## src/rtl/jogador_pkg.sv

```systemverilog
// jogador_pkg: shared states, default timing constants and LED helpers for the autonomous memory-game player
package jogador_pkg;
  typedef enum logic [3:0] {
    INICIAL   = 4'd0,
    OBSERVA   = 4'd1,
    LED_ATIVO = 4'd2,
    PRESSIONA = 4'd3,
    SOLTA     = 4'd4,
    FIM       = 4'd5
  } estado_t;
  localparam int DEPTH_PADRAO   = 16;
  localparam int PRESS_PADRAO   = 8;
  localparam int RELEASE_PADRAO = 8;
  localparam int IDLE_PADRAO    = 64;
  function automatic logic is_onehot4(input logic [3:0] v);
    return (v != 4'd0) && ((v & (v - 4'd1)) == 4'd0);
  endfunction
  function automatic logic [3:0] rotl4(input logic [3:0] v);
    return {v[2:0], v[3]};
  endfunction
endpackage

```

## src/rtl/registro_sequencia.sv

```systemverilog
// registro_sequencia: recorded step memory; the saturating count doubles as the write pointer
module registro_sequencia #(
  parameter int DEPTH = 16,
  localparam int AW = (DEPTH > 1) ? $clog2(DEPTH) : 1,
  localparam int CW = $clog2(DEPTH) + 1
) (
  input  logic          clk_i,
  input  logic          rst_i,
  input  logic          escreve_i,
  input  logic [3:0]    dado_i,
  input  logic          avanca_i,
  input  logic          limpa_i,
  output logic [CW-1:0] contagem_o,
  output logic [AW-1:0] rd_ptr_o,
  output logic [3:0]    dado_rd_o
);
  logic [3:0] mem_q [DEPTH];
  logic [CW-1:0] cont_q;
  logic [AW-1:0] rd_q, rd_d;
  logic grava;
  assign grava = escreve_i && (cont_q != CW'(DEPTH));
  assign rd_d = limpa_i ? '0 : avanca_i ? rd_q + AW'(1) : rd_q;
  // read at the next pointer so a press can be loaded on the same edge the pointer moves
  assign dado_rd_o = mem_q[rd_d];
  assign contagem_o = cont_q;
  assign rd_ptr_o = rd_q;
  always_ff @(posedge clk_i)
    if (grava) mem_q[cont_q[AW-1:0]] <= dado_i;
  always_ff @(posedge clk_i) begin
    if (rst_i || limpa_i) cont_q <= '0;
    else if (grava) cont_q <= cont_q + CW'(1);
    rd_q <= rst_i ? '0 : rd_d;
  end
endmodule

```

## src/rtl/jogador_automatico.sv

```systemverilog
// jogador_automatico: watches the game's LED sequence and replays it as timed button presses
// JOGADOR_INJETA_ERRO_EN adds injeta_erro, which corrupts the final press of a round
module jogador_automatico import jogador_pkg::*; #(
  parameter int DEPTH          = DEPTH_PADRAO,
  parameter int PRESS_CYCLES   = PRESS_PADRAO,
  parameter int RELEASE_CYCLES = RELEASE_PADRAO,
  parameter int IDLE_CYCLES    = IDLE_PADRAO,
  localparam int CW = $clog2(DEPTH) + 1,
  localparam int AW = (DEPTH > 1) ? $clog2(DEPTH) : 1
) (
  input  logic          clock,
  input  logic          reset,
  input  logic          habilita,
  input  logic [3:0]    leds,
  input  logic          pronto,
`ifdef JOGADOR_INJETA_ERRO_EN
  input  logic          injeta_erro,
`endif
  output logic [3:0]    botoes,
  output logic          jogando,
  output logic [CW-1:0] capturados,
  output logic          erro_captura,
  output logic [3:0]    db_estado
);
  localparam int TMAX = (PRESS_CYCLES > RELEASE_CYCLES) ? PRESS_CYCLES : RELEASE_CYCLES;
  localparam int TW = $clog2(TMAX + 1);
  localparam int IW = $clog2(IDLE_CYCLES + 1);
  estado_t estado_q, estado_d;
  logic [TW-1:0] tempo_q, tempo_d;
  logic [IW-1:0] ocioso_q, ocioso_d, ocioso_sat;
  logic [3:0] botoes_q, botoes_d, leds_ant_q, dado_rd, dado_tx;
  logic erro_q, erro_d, jogando_q;
  logic escreve, avanca, limpa, cheio, ultimo;
  logic [CW-1:0] contagem;
  logic [AW-1:0] rd_ptr;
  registro_sequencia #(.DEPTH(DEPTH)) u_reg (
    .clk_i(clock),
    .rst_i(reset),
    .escreve_i(escreve),
    .dado_i(leds),
    .avanca_i(avanca),
    .limpa_i(limpa),
    .contagem_o(contagem),
    .rd_ptr_o(rd_ptr),
    .dado_rd_o(dado_rd)
  );
  assign cheio = contagem == CW'(DEPTH);
  assign ultimo = CW'(rd_ptr) + CW'(1) == contagem;
  assign ocioso_sat = (ocioso_q == IW'(IDLE_CYCLES)) ? ocioso_q : ocioso_q + IW'(1);
`ifdef JOGADOR_INJETA_ERRO_EN
  logic ultimo_prox;
  assign ultimo_prox = (estado_q == OBSERVA) ? (contagem == CW'(1)) : (CW'(rd_ptr) + CW'(2) == contagem);
  assign dado_tx = (injeta_erro && ultimo_prox) ? rotl4(dado_rd) : dado_rd;
`else
  assign dado_tx = dado_rd;
`endif
  always_comb begin
    estado_d = estado_q;
    tempo_d = tempo_q;
    ocioso_d = ocioso_q;
    botoes_d = botoes_q;
    erro_d = (estado_q == INICIAL) ? 1'b0 : erro_q;
    escreve = 1'b0;
    avanca = 1'b0;
    limpa = 1'b0;
    if (!habilita) begin
      estado_d = INICIAL;
      botoes_d = '0;
      tempo_d = '0;
      ocioso_d = '0;
      limpa = 1'b1;
    end else if (pronto && estado_q != INICIAL) begin
      estado_d = FIM;
      botoes_d = '0;
    end else begin
      case (estado_q)
        INICIAL: estado_d = OBSERVA;
        OBSERVA:
          if (leds == 4'd0) begin
            if (contagem != '0) begin
              ocioso_d = ocioso_sat;
              if (ocioso_sat == IW'(IDLE_CYCLES)) begin
                estado_d = PRESSIONA;
                botoes_d = dado_tx;
                tempo_d = '0;
              end
            end
          end else if (is_onehot4(leds)) begin
            escreve = 1'b1;
            erro_d = erro_d | cheio;
            estado_d = LED_ATIVO;
            ocioso_d = '0;
          end else begin
            erro_d = 1'b1;
            ocioso_d = '0;
          end
        LED_ATIVO:
          // the dark sample that ends the LED-on period is the first idle cycle
          if (leds == 4'd0) begin
            estado_d = OBSERVA;
            ocioso_d = IW'(1);
          end else if (!is_onehot4(leds)) erro_d = 1'b1;
          else if (leds != leds_ant_q) begin
            escreve = 1'b1;
            erro_d = erro_d | cheio;
          end
        PRESSIONA:
          if (tempo_q == TW'(PRESS_CYCLES - 1)) begin
            estado_d = SOLTA;
            botoes_d = '0;
            tempo_d = '0;
          end else tempo_d = tempo_q + TW'(1);
        SOLTA:
          if (tempo_q != TW'(RELEASE_CYCLES - 1)) tempo_d = tempo_q + TW'(1);
          else if (ultimo) begin
            estado_d = OBSERVA;
            limpa = 1'b1;
            tempo_d = '0;
            ocioso_d = '0;
          end else begin
            estado_d = PRESSIONA;
            avanca = 1'b1;
            botoes_d = dado_tx;
            tempo_d = '0;
          end
        FIM: estado_d = FIM;
        default: estado_d = INICIAL;
      endcase
    end
  end
  always_ff @(posedge clock) begin
    if (reset) begin
      estado_q <= INICIAL;
      tempo_q <= '0;
      ocioso_q <= '0;
      botoes_q <= '0;
      erro_q <= 1'b0;
      jogando_q <= 1'b0;
      leds_ant_q <= '0;
    end else begin
      estado_q <= estado_d;
      tempo_q <= tempo_d;
      ocioso_q <= ocioso_d;
      botoes_q <= botoes_d;
      erro_q <= erro_d;
      jogando_q <= (estado_d == PRESSIONA) || (estado_d == SOLTA);
      leds_ant_q <= leds;
    end
  end
  assign botoes = botoes_q;
  assign jogando = jogando_q;
  assign capturados = contagem;
  assign erro_captura = erro_q;
  assign db_estado = estado_q;
endmodule

```

## config.mk

```make
export PLATFORM = sky130hd
export DESIGN_NAME = jogador_automatico
export DESIGN_NICKNAME = d
export VERILOG_FILES = /design/src/rtl/jogador_pkg.sv /design/src/rtl/registro_sequencia.sv /design/src/rtl/jogador_automatico.sv
export SDC_FILE = /design/constraint.sdc
export NUM_CORES = 1
export LEC_CHECK = 0
export ABC_CLOCK_PERIOD_IN_PS = 3270
export CAP_MARGIN = 20
export CORE_MARGIN = 8
export CORE_UTILIZATION = 35
export DETAILED_ROUTE_END_ITERATION = 6
export DONT_BUFFER_PORTS = 1
export PLACE_DENSITY = 0.52
export SLEW_MARGIN = 40
export SYNTH_ARGS = -nofsm -noshare
export SYNTH_HDL_FRONTEND = slang
export SYNTH_HIERARCHICAL = 1
export SYNTH_SLANG_ARGS = --single-unit
```

## constraint.sdc

```tcl
create_clock -name clock -period 3.27 [get_ports clock]
set_input_delay 0.654 -clock clock [delete_from_list [all_inputs] [get_ports clock]]
set_output_delay 0.654 -clock clock [all_outputs]
set_load 0.1 [all_outputs]
```

==> results.json, run 1 <==
{
  "netSwitchingFraction": 0.225,
  "combPwrFrac": 0.039,
  "hold_viol_final": 0,
  "die_h_um": 136,
  "regArea_um2": 2620,
  "final_nets": 498,
  "min_period_over_period": 0.953,
  "die_area_um2": 18500,
  "multi_input_area_um2": 2330,
  "slew_viol_final": 0,
  "crit_fanout": 26,
  "critical_path.startpoint_type": "register",
  "first_global_vias": 3619,
  "tightest_slew_ps": 668,
  "gp_congestion": 0.840,
  "async_flop_share": 0,
  "run_status": "completed",
  "fin_worst_skew_ps": 9.64,
  "drc": 0,
  "worstHoldPathCells": 1,
  "p_sw_uw": 544,
  "synth-edff-count": 64,
  "drive_above_1_share": 0.216,
  "clock_power_share": 0.413,
  "ir_drop_mv": 0.273,
  "cts_buffer_depth": 2,
  "route.met2.wl_mm": 5.89,
  "crit_path_end_kind": "register",
  "p_int_uw": 1870,
  "p_leak_uw": 0.00195,
  "max-cap-violations": 0,
  "final.min_clock_period_ps": 3120,
  "cts-root-buf": "clkbuf_16",
  "clock_latency_ps": 350,
  "fmax_ghz": 0.321,
  "ys.flop_type": "edfxtp_1",
  "fp.coreArea_um2": 14300,
  "port-buffer-count": 0,
  "syn_inst": 458,
  "p_seq_frac": 0.549,
  "ys_top_cells_by_area": "edfxtp_1 38%, dfxtp_1 13%, nor2_1 3.3%",
  "wl_met3_um": 672,
  "drt-met1-wl_mm": 6.23,
  "htreeDepth": 3,
  "critPathArrivalTime_ps": 3350,
  "finalNonFillerCells": 670,
  "io_pins": 23,
  "antenna_left": 0,
  "cts_tree": "done",
  "clk_pin_slew_ps": 70,
  "worstSetupPathType": "register to register",
  "gr-total-overflow": 0,
  "synth_top_cell_area_share": 0.381,
  "rsz0062_at_grt": "no",
  "power.total_uw": 2420,
  "r2r_cells": 13,
  "yosys_warnings": 6,
  "fin_tns_setup_ps": 0,
  "top_layer": "met4",
  "grt.total_usage": 0.146,
  "grt_max_degree": 27,
  "totalWireLength_mm": 13.0,
  "synth_cell_types": 80,
  "dp.cells": 648,
  "numCtsBuffers": 9,
  "die_w_um": 136,
  "slew_headroom": 0.551,
  "finalSetupViolations": 0,
  "synth_area_um2": 5050,
  "start_util": 0.353,
  "vias_per_cell": 5.56,
  "clock-sinks": 98,
  "area_growth_pct": 15.2,
  "rows": 44,
  "fillers": 1396,
  "grt_antenna_before_repair": 0,
  "firstDrtPassIters": 4,
  "routedWlPerCell_um": 19.4,
  "vias": 3725,
  "diodes": 0,
  "dr.first_iter.drc_count": 246,
  "fin_worst_hold_slack_ps": 365,
  "hold_class": "primary input to register",
  "grt_pass1_wl_mm": 20.6,
  "syn_nets": 475,
  "avgSynthCellArea_um2": 11.0,
  "hpwl_mm": 9.35,
  "ys_seq_area_frac": 0.516,
  "p_per_area_nw_per_um2": 416,
  "cp.required_ps": 3500,
  "yosysTopAreaCell": "edfxtp_1",
  "synth-seq-cells": 98
}
[placed cells by master, fill, tap and decap left out, drive strengths merged, types with 5 or more instances in the layout]
master  netlist  layout
mux2i        14      14
xnor2        10      10
a32o          5       5
nand2b       11      11
o211ai       13      13
nand2        31      31
a21oi        18      18
and3          5       5
a221oi        5       5
nand3        11      11
dfxtp        34      34
buf           4      33
ha            9       9
nor2b        10      10
nor2         47      47
clkbuf       17       9
edfxtp       64      64
inv          20      22
o21ai        18      18
or2          12      12
xor2          8       8
nand4         5       5
nor3          7       7
[cells in the mapped netlist (9+ instances only)]
cell	instances
nand3_1	11
inv_1	20
nor2b_1	10
nand2b_1	11
xnor2_1	10
a21oi_1	17
nand2_1	29
nor2_1	45
mux2i_1	14
or2_2	11
o211ai_1	13
clkbuf_1	16
edfxtp_1	64
dfxtp_1	34
ha_1	9
o21ai_0	13
[registers in the layout (all words and copies together), names as in the netlist]
signal            flops
botoes                4
ocioso_q              7
erro_captura          1
u_reg/contagem_o      5
jogando               1
leds_ant_q            4
tempo_q               4
u_reg/rd_ptr_o        4
db_estado             4
u_reg/mem_q          64
[area by class of cell]
cell class,instances,area share
clock buffers,9,0.0387
inverters,20,0.0129
well taps,184,0.0396
clock inverters,7,0.00882
repair buffers,33,0.0488
flip-flops and latches,98,0.450
multi-input cells,319,0.401
[power groups by stage]
stage	sequential (µW)	combinational [µW]	clock [µW]
2_1_floorplan	1370	59.0	0
3_3_place_gp	1350	92.3	0
3_5_place_dp	1350	92.9	0
4_1_cts	1330	93.3	1020
5_1_grt	1330	103	1060
6_report	1330	93.7	998
[worst max-delay path: stages, from the launching register on]
cell and delay [ps]:
dfxtp_1 360, ha_2 220, and3b_1 150, o21ai_0 80, a2111o_1 500, o21ai_2 210
buf_12 190, nor2_1 60, mux2_2 360, nand2b_1 240, a221oi_1 330, a311oi_2 170
nand2_1 80, mux2i_1 60
[kinds of logic (layout without fill, tap and decap cells)]
logic type / Yosys count / count (layout) / synth area share
and+or+nand+nor: 163 / 163 / 0.176
AOI/OAI and AO/OA: 105 / 105 / 0.158
DFF: 98 / 98 / 0.516
buffers and inverters: 41 / 69 / 0.0357
muxes: 22 / 22 / 0.0545
xor gates and xnor gates: 18 / 18 / 0.0350
adders and majority gates: 10 / 10 / 0.0243
other: 1 / 1 / 0.000743
[final timing paths]
kind	from	endpoint	slack, ps
worst max-delay path	u_reg/rd_ptr_o[0]$_SDFF_PP0_	botoes[0]$_SDFFE_PP0P_	150
worst max register to register	u_reg/rd_ptr_o[0]$_SDFF_PP0_	botoes[0]$_SDFFE_PP0P_	150
worst min-delay path	reset	erro_captura$_SDFF_PP0_	370
worst min register to register	tempo_q[1]$_SDFFE_PP0P_	tempo_q[1]$_SDFFE_PP0P_	520
[layer usage]
metal | track usage | up-vias
li1 | - | 1770
met1 | 0.202 | 1843
met2 | 0.218 | 98
met3 | 0.0285 | 14
met4 | 0.0610 | 0
met5 | 0 | -
[per-stage QoR]
step | setup WS [ps] | instance area [µm²] | util
6_report | 152 | 5820 | 0.406
5_1_grt | 0.645 | 5820 | 0.406
4_1_cts | 42.7 | 5690 | 0.397
3_5_place_dp | 96.6 | 5410 | 0.378
3_3_place_gp | 162 | 5410 | 0.378
2_1_floorplan | 53.0 | 5060 | -
[what timing repair did]
action,CTS,global route
hold buffers,0,0
setup buffers,0,6
setup endpoints to repair,0,4
gates resized for setup,0,14
No activity file was read; power rests on OpenSTA's default activity.
==> run 2: changes to the inputs <==
--- a/config.mk
+++ b/config.mk
@@ -5,13 +5,13 @@
 export SDC_FILE = /design/constraint.sdc
 export NUM_CORES = 1
 export LEC_CHECK = 0
-export ABC_CLOCK_PERIOD_IN_PS = 3270
+export ABC_CLOCK_PERIOD_IN_PS = 3400
 export CAP_MARGIN = 20
 export CORE_MARGIN = 8
 export CORE_UTILIZATION = 35
 export DETAILED_ROUTE_END_ITERATION = 6
 export DONT_BUFFER_PORTS = 1
-export PLACE_DENSITY = 0.52
+export PLACE_DENSITY = 0.5
 export SLEW_MARGIN = 40
 export SYNTH_ARGS = -nofsm -noshare
 export SYNTH_HDL_FRONTEND = slang
==> constraint.sdc (replaced) <==
create_clock -name clock -period 3.4 [get_ports clock]
set_input_delay 0.68 -clock clock [delete_from_list [all_inputs] [get_ports clock]]
set_output_delay 0.68 -clock clock [all_outputs]
set_load 0.1 [all_outputs]
==> run 2 against run 1 <==
Clock-buffer cell count unchanged. Fmax rose by 0.26%. Worst hold slack improved by 20 ps. Sequential power shrank 4%. Clock power rose by 6%. Clock skew is 2.1 ps lower. Critical path type unchanged. Critical endpoint is now botoes[2]$_SDFFE_PP0P_. Largest power group unchanged.
==> results.json, run 2 (same netlist as run 1, synthesis figures left out) <==
{
  "fin_worst_skew_ps": 7.54,
  "area_growth_pct": 12.7,
  "diodes": 0,
  "ctsResizeCount": 0,
  "final_nets": 489,
  "reg2reg_from": "u_reg/rd_ptr_o[0]$_SDFF_PP0_",
  "drc": 0,
  "drive_above_1_share": 0.189,
  "tightest_slew_ps": 635,
  "path_buf_inv": 0,
  "grt_max_degree": 25,
  "die_h_um": 136,
  "crit_fanout": 10,
  "r2r_setup_slack_ps": 290,
  "slew_viol_final": 0,
  "path_depth": 13,
  "final.min_clock_period_ps": 3110,
  "clock-sinks": 98,
  "max-cap-violations": 0,
  "r2r_cells": 13,
  "crit_family": "compound AO/OA/AOI/OAI gates",
  "slew_headroom": 0.574,
  "htreeDepth": 3,
  "cpPeakStageDelay_ps": 530,
  "rsz0062_at_grt": "no",
  "first_global_vias": 3535,
  "vias_per_cell": 5.57,
  "critical_path.startpoint_type": "register",
  "clk_pin_slew_ps": 70,
  "r2r-end": "botoes[2]$_SDFFE_PP0P_",
  "cts_hold_buffers": 0,
  "grt.total_usage": 0.148,
  "die_w_um": 136,
  "cts-root-buf": "clkbuf_16",
  "p_leak_uw": 0.00191,
  "crit_path_end_kind": "register",
  "ir_drop_mv": 0.288,
  "critPathArrivalTime_ps": 3330,
  "grt_pass1_wl_mm": 20.7,
  "cp.required_ps": 3620,
  "dpl_cell_area_um2": 5370,
  "start_util": 0.353,
  "run_status": "completed",
  "min_period_over_period": 0.915,
  "clock_latency_ps": 360,
  "grt_antenna_before_repair": 0,
  "hold_class": "primary input to register",
  "numCtsBuffers": 9,
  "rows": 44,
  "final_common_cell": "edfxtp_1",
  "cts_setup_buffers": 0,
  "dr.first_iter.drc_count": 260,
  "routedWlPerCell_um": 19.6,
  "slowest_stage": "xnor2_1",
  "cts_tree": "done",
  "fin_tns_setup_ps": 0,
  "antenna_left": 0,
  "port-buffer-count": 0,
  "largest_reg_flops": 64,
  "worstSetupPathType": "register to register",
  "crit_end": "botoes[2]$_SDFFE_PP0P_",
  "vias": 3680,
  "fp.coreArea_um2": 14300,
  "firstDrtPassIters": 5,
  "hold_viol_final": 0,
  "finalSetupViolations": 0,
  "p_per_area_nw_per_um2": 425,
  "hpwl_mm": 9.56,
  "totalWireLength_mm": 13.0,
  "cts_buffer_depth": 2,
  "die_area_um2": 18500,
  "gr-total-overflow": 0,
  "crit_chain": "ha_1, xor2_1, a32oi_1, a2111o_1, nand3_1, nor2_4, xnor2_1, nor2_2, a221o_2, a21oi_1, a311oi_1, nand2_1, mux2i_1",
  "fmax_ghz": 0.322,
  "critPathLaunch": "u_reg/rd_ptr_o[0]$_SDFF_PP0_",
  "layout_common_cells": "64 x edfxtp_1, 44 x nor2_1, 29 x nand2_1",
  "gp_congestion": 0.846,
  "final_cell_area_um2": 5690,
  "io_pins": 23
}
## run 2: cell types whose count changed in the layout (fill, tap and decap cells not counted), moves of 2 or more
cell,before,now
buf_4,28,23
inv_6,1,4
buf_12,2,0
buf_6,3,1
clkinv_1,2,0
clkinvlp_4,2,0
## run 2: layout make-up
class                   instances  area, µm²
multi-input cells             319       2280
flip-flops and latches         98       2620
inverters                      20       75.1
clock buffers                   9        225
fillers                      1390       8620
well taps                     184        230
clock inverters                 7       81.3
repair buffers                 24        184
## run 2: power by group
part	internal (µW)	total, µW	switching (µW)
Clock	585	1060	472
Sequential	1270	1280	6.30
Combinational	30.9	87.0	56.1
## run 2: worst min path at each step
stage                                   end  cells after the start                     from
detailed placement  tempo_q[1]$_SDFFE_PP0P_                      1  tempo_q[1]$_SDFFE_PP0P_
global route        erro_captura$_SDFF_PP0_                      1                    reset
floorplan           tempo_q[1]$_SDFFE_PP0P_                      1  tempo_q[1]$_SDFFE_PP0P_
CTS                 erro_captura$_SDFF_PP0_                      1                    reset
global placement    tempo_q[1]$_SDFFE_PP0P_                      1  tempo_q[1]$_SDFFE_PP0P_
finish              erro_captura$_SDFF_PP0_                      1                    reset
## run 2: layer usage
layer	track usage	routed length (µm)	share of wire
met1	0.204	6270	0.48
met2	0.217	5710	0.44
met3	0.0358	743	0.057
met4	0.0604	246	0.019
met5	0	0	0
## run 2: stage by stage
step	power [µW]	utilization	setup slack (ps)	cells	hold slack, ps
after global placement	1390	0.375	209	645	496
after CTS	2450	0.397	116	661	370
final	2420	0.398	290	661	385
after floorplan	1370	-	121	458	476
after global routing	2500	0.398	4.87	661	374
after detailed placement	1390	0.375	137	645	506
==> run 3: changes to the inputs <==
--- a/config.mk
+++ b/config.mk
@@ -7,13 +7,14 @@
 export LEC_CHECK = 0
 export ABC_CLOCK_PERIOD_IN_PS = 3400
 export CAP_MARGIN = 20
+export CELL_PAD_IN_SITES_DETAIL_PLACEMENT = 2
+export CELL_PAD_IN_SITES_GLOBAL_PLACEMENT = 2
 export CORE_MARGIN = 8
 export CORE_UTILIZATION = 35
 export DETAILED_ROUTE_END_ITERATION = 6
 export DONT_BUFFER_PORTS = 1
-export PLACE_DENSITY = 0.5
+export PLACE_DENSITY = 0.69
 export SLEW_MARGIN = 40
 export SYNTH_ARGS = -nofsm -noshare
 export SYNTH_HDL_FRONTEND = slang
-export SYNTH_HIERARCHICAL = 1
 export SYNTH_SLANG_ARGS = --single-unit
==> run 3 against run 2 <==
Via count grew 1.5%. Global-route usage grew 2.8 points. Clock-buffer cell count is the same. Area after synthesis shrank 5.1%. Sequential power is essentially flat. Sequential share of layout area grew 1.6 points. Critical path depth shrank 5. Clock skew grew 0.61 ps. Largest cell class unchanged. Flip-flop and latch count is the same. Critical endpoint is now botoes[0]$_SDFFE_PP0P_. Routed wire length grew 17%. Combinational power grew 1%.
==> results.json, run 3 <==
{
  "clk_pin_slew_ps": 70,
  "wl_met3_um": 393,
  "diodes": 0,
  "grt_max_degree": 33,
  "final_cell_area_um2": 5480,
  "cts-root-buf": "clkbuf_16",
  "avgSynthCellArea_um2": 10.5,
  "grt_antenna_before_repair": 0,
  "max-cap-violations": 0,
  "fillers": 1400,
  "cts_setup_buffers": 0,
  "combPwrFrac": 0.035,
  "p_sw_uw": 547,
  "clock_latency_ps": 350,
  "min_period_over_period": 0.936,
  "drive_above_1_share": 0.148,
  "layout_setup_ws_ps": 216,
  "antenna_left": 0,
  "port-buffer-count": 0,
  "vias": 3736,
  "slew_viol_final": 0,
  "r2r_cells": 8,
  "synth-seq-cells": 98,
  "dr.first_iter.drc_count": 193,
  "cts_hold_buffers": 0,
  "crit_path_end_kind": "register",
  "fin_util": 0.412,
  "totalWireLength_mm": 15.2,
  "clock-sinks": 98,
  "ys.flop_type": "edfxtp_1",
  "regArea_um2": 2610,
  "fp.coreArea_um2": 13300,
  "multi_input_area_um2": 2040,
  "cpMostUsedCell": "or4b_4",
  "synth_area_um2": 4790,
  "yosys_warnings": 0,
  "syn_inst": 457,
  "vias_per_cell": 5.69,
  "top_layer": "met4",
  "fmax_ghz": 0.314,
  "pre_cts_slack_ps": 42.7,
  "hold_viol_final": 0,
  "start_util": 0.360,
  "synth_top_cell_area_share": 0.401,
  "crit_chain": "or4b_4, or4b_4, nor2_4, a32o_1, nor2_1, a221o_1, o21ai_0, o31ai_1",
  "hold_start": "reset",
  "ys_top_cells_by_area": "edfxtp_1 40%, dfxtp_1 14%, nand2_1 4.8%",
  "die_w_um": 133,
  "dpl_cell_area_um2": 5130,
  "p_int_uw": 1950,
  "layout_common_cells": "64 x edfxtp_1, 61 x nand2_1, 48 x nor2_1",
  "numCtsBuffers": 9,
  "synth.most_common_cell": "edfxtp_1",
  "io_pins": 23,
  "r2r_setup_slack_ps": 220,
  "die_area_um2": 17700,
  "crit_fanout": 9,
  "tightest_slew_ps": 785,
  "syn_nets": 473,
  "reg2reg_from": "db_estado[1]$_SDFF_PP0_",
  "cts_tree": "done",
  "synth_cell_types": 72,
  "slowest_stage": "or4b_4",
  "worstHoldPathCells": 1,
  "rsz0062_at_grt": "no",
  "gr-total-overflow": 0,
  "fin_worst_hold_slack_ps": 396,
  "area_growth_pct": 14.4,
  "synth-edff-count": 64,
  "routedWlPerCell_um": 23.1,
  "firstDrtPassIters": 4,
  "grt_pass1_wl_mm": 24.1,
  "p_seq_frac": 0.513,
  "slew_headroom": 0.469,
  "run_status": "completed",
  "drc": 0,
  "cpPeakStageDelay_ps": 630,
  "netSwitchingFraction": 0.219,
  "largest_reg_flops": 64,
  "yosysTopAreaCell": "edfxtp_1",
  "final_common_cell": "edfxtp_1",
  "fin_tns_setup_ps": 0,
  "hold_path_end": "u_reg.rd_ptr_o[1]$_SDFF_PP0_",
  "r2r-end": "botoes[0]$_SDFFE_PP0P_",
  "hpwl_mm": 11.1,
  "p_leak_uw": 0.00184,
  "finalSetupViolations": 0,
  "htreeDepth": 3,
  "clock_power_share": 0.452,
  "grt.total_usage": 0.176,
  "gp_congestion": 0.789,
  "ys_seq_area_frac": 0.543,
  "route.met2.wl_mm": 7.61,
  "first_global_vias": 4064,
  "final.min_clock_period_ps": 3180,
  "worstSetupPathType": "register to register",
  "rows": 42,
  "p_per_area_nw_per_um2": 456,
  "cts_buffer_depth": 2,
  "hold_class": "primary input to register",
  "synth_commonest_cells": "64 x edfxtp_1, 61 x nand2_1, 49 x nor2_1",
  "cp.required_ps": 3630,
  "die_h_um": 133,
  "final_nets": 492,
  "async_flop_share": 0,
  "critPathArrivalTime_ps": 3410,
  "fin_worst_skew_ps": 8.14,
  "ir_drop_mv": 0.298,
  "critical_path.startpoint_type": "register",
  "drt-met1-wl_mm": 6.99
}
## run 3: changes by cell type after synthesis, sizes merged, moves of 5 or more
| cell | before | now |
|---|---|---|
| clkbuf | 17 | 9 |
| o21a | 1 | 6 |
| nor3 | 7 | 22 |
| mux2i | 14 | 5 |
| nand2 | 31 | 61 |
| inv | 20 | 9 |
| buf | 4 | 13 |
| or2 | 12 | 3 |
| o211ai | 13 | 5 |
## run 3: final cells by class
cell class	instances	area share
clock buffer	9	0.0411
clock inverter	7	0.0183
inverter	9	0.00616
multi-input combinational	328	0.372
sequential	98	0.476
tap	176	0.0402
timing repair buffer	30	0.0456
## run 3: cells by family (layout without fill, tap and decap cells)
family	Yosys count	count (layout)	share of synthesized area
AO/OA/AOI/OAI	107	107	0.164
AND/OR/NAND/NOR	190	190	0.193
multiplexers	6	6	0.0128
XOR/XNOR	16	16	0.0292
flip-flops	98	98	0.543
adder cells (fa/ha/maj)	8	8	0.0209
buffers and inverters	31	55	0.0358
other	1	1	0.000783
## run 3: per-stage QoR
step	std cells	total power (µW)
final	657	2500
after CTS	657	2530
after detailed placement	641	1400
after floorplan	457	1380
after global routing	657	2580
after global placement	641	1390
## run 3: what timing repair did
action,in CTS,in global routing
pin swaps,0,0
endpoints found under the setup margin,1,4
resized for setup,1,5
## run 3: worst max-delay path by stage
stage                                       startpoint                      to  slack (ps)  depth (start not counted)
after global routing           db_estado[1]$_SDFF_PP0_  botoes[3]$_SDFFE_PP0P_          30                          9
after floorplan                db_estado[3]$_SDFF_PP0_  botoes[3]$_SDFFE_PP0P_          10                         11
after CTS                      db_estado[1]$_SDFF_PP0_  botoes[3]$_SDFFE_PP0P_          20                          9
after global placement         db_estado[1]$_SDFF_PP0_  botoes[3]$_SDFFE_PP0P_          90                          9
after detailed placement  u_reg.rd_ptr_o[0]$_SDFF_PP0_  botoes[2]$_SDFFE_PP0P_          40                         11
final                          db_estado[1]$_SDFF_PP0_  botoes[0]$_SDFFE_PP0P_         220                          8
## run 3: critical path, delay by kind of cell, from the launching register on
kind	cells	cell delay (ps)
DFF	1	340
AOI/OAI and AO/OA	4	1170
and+or+nand+nor	4	1570
## run 3: layer usage
metal / GRT usage / up-vias
met3: 0.0254 / 12
li1: - / 1743
met1: 0.222 / 1935
met5: 0 / -
met2: 0.301 / 46
met4: 0.0606 / 0
## run 3: power by group through the flow
stage          clock [µW]  sequential (µW)  combinational (µW)
2_1_floorplan           0             1320                55.0
3_3_place_gp            0             1310                85.4
3_5_place_dp            0             1310                87.7
4_1_cts              1160             1280                88.6
5_1_grt              1200             1280                96.4
6_report             1130             1280                88.1
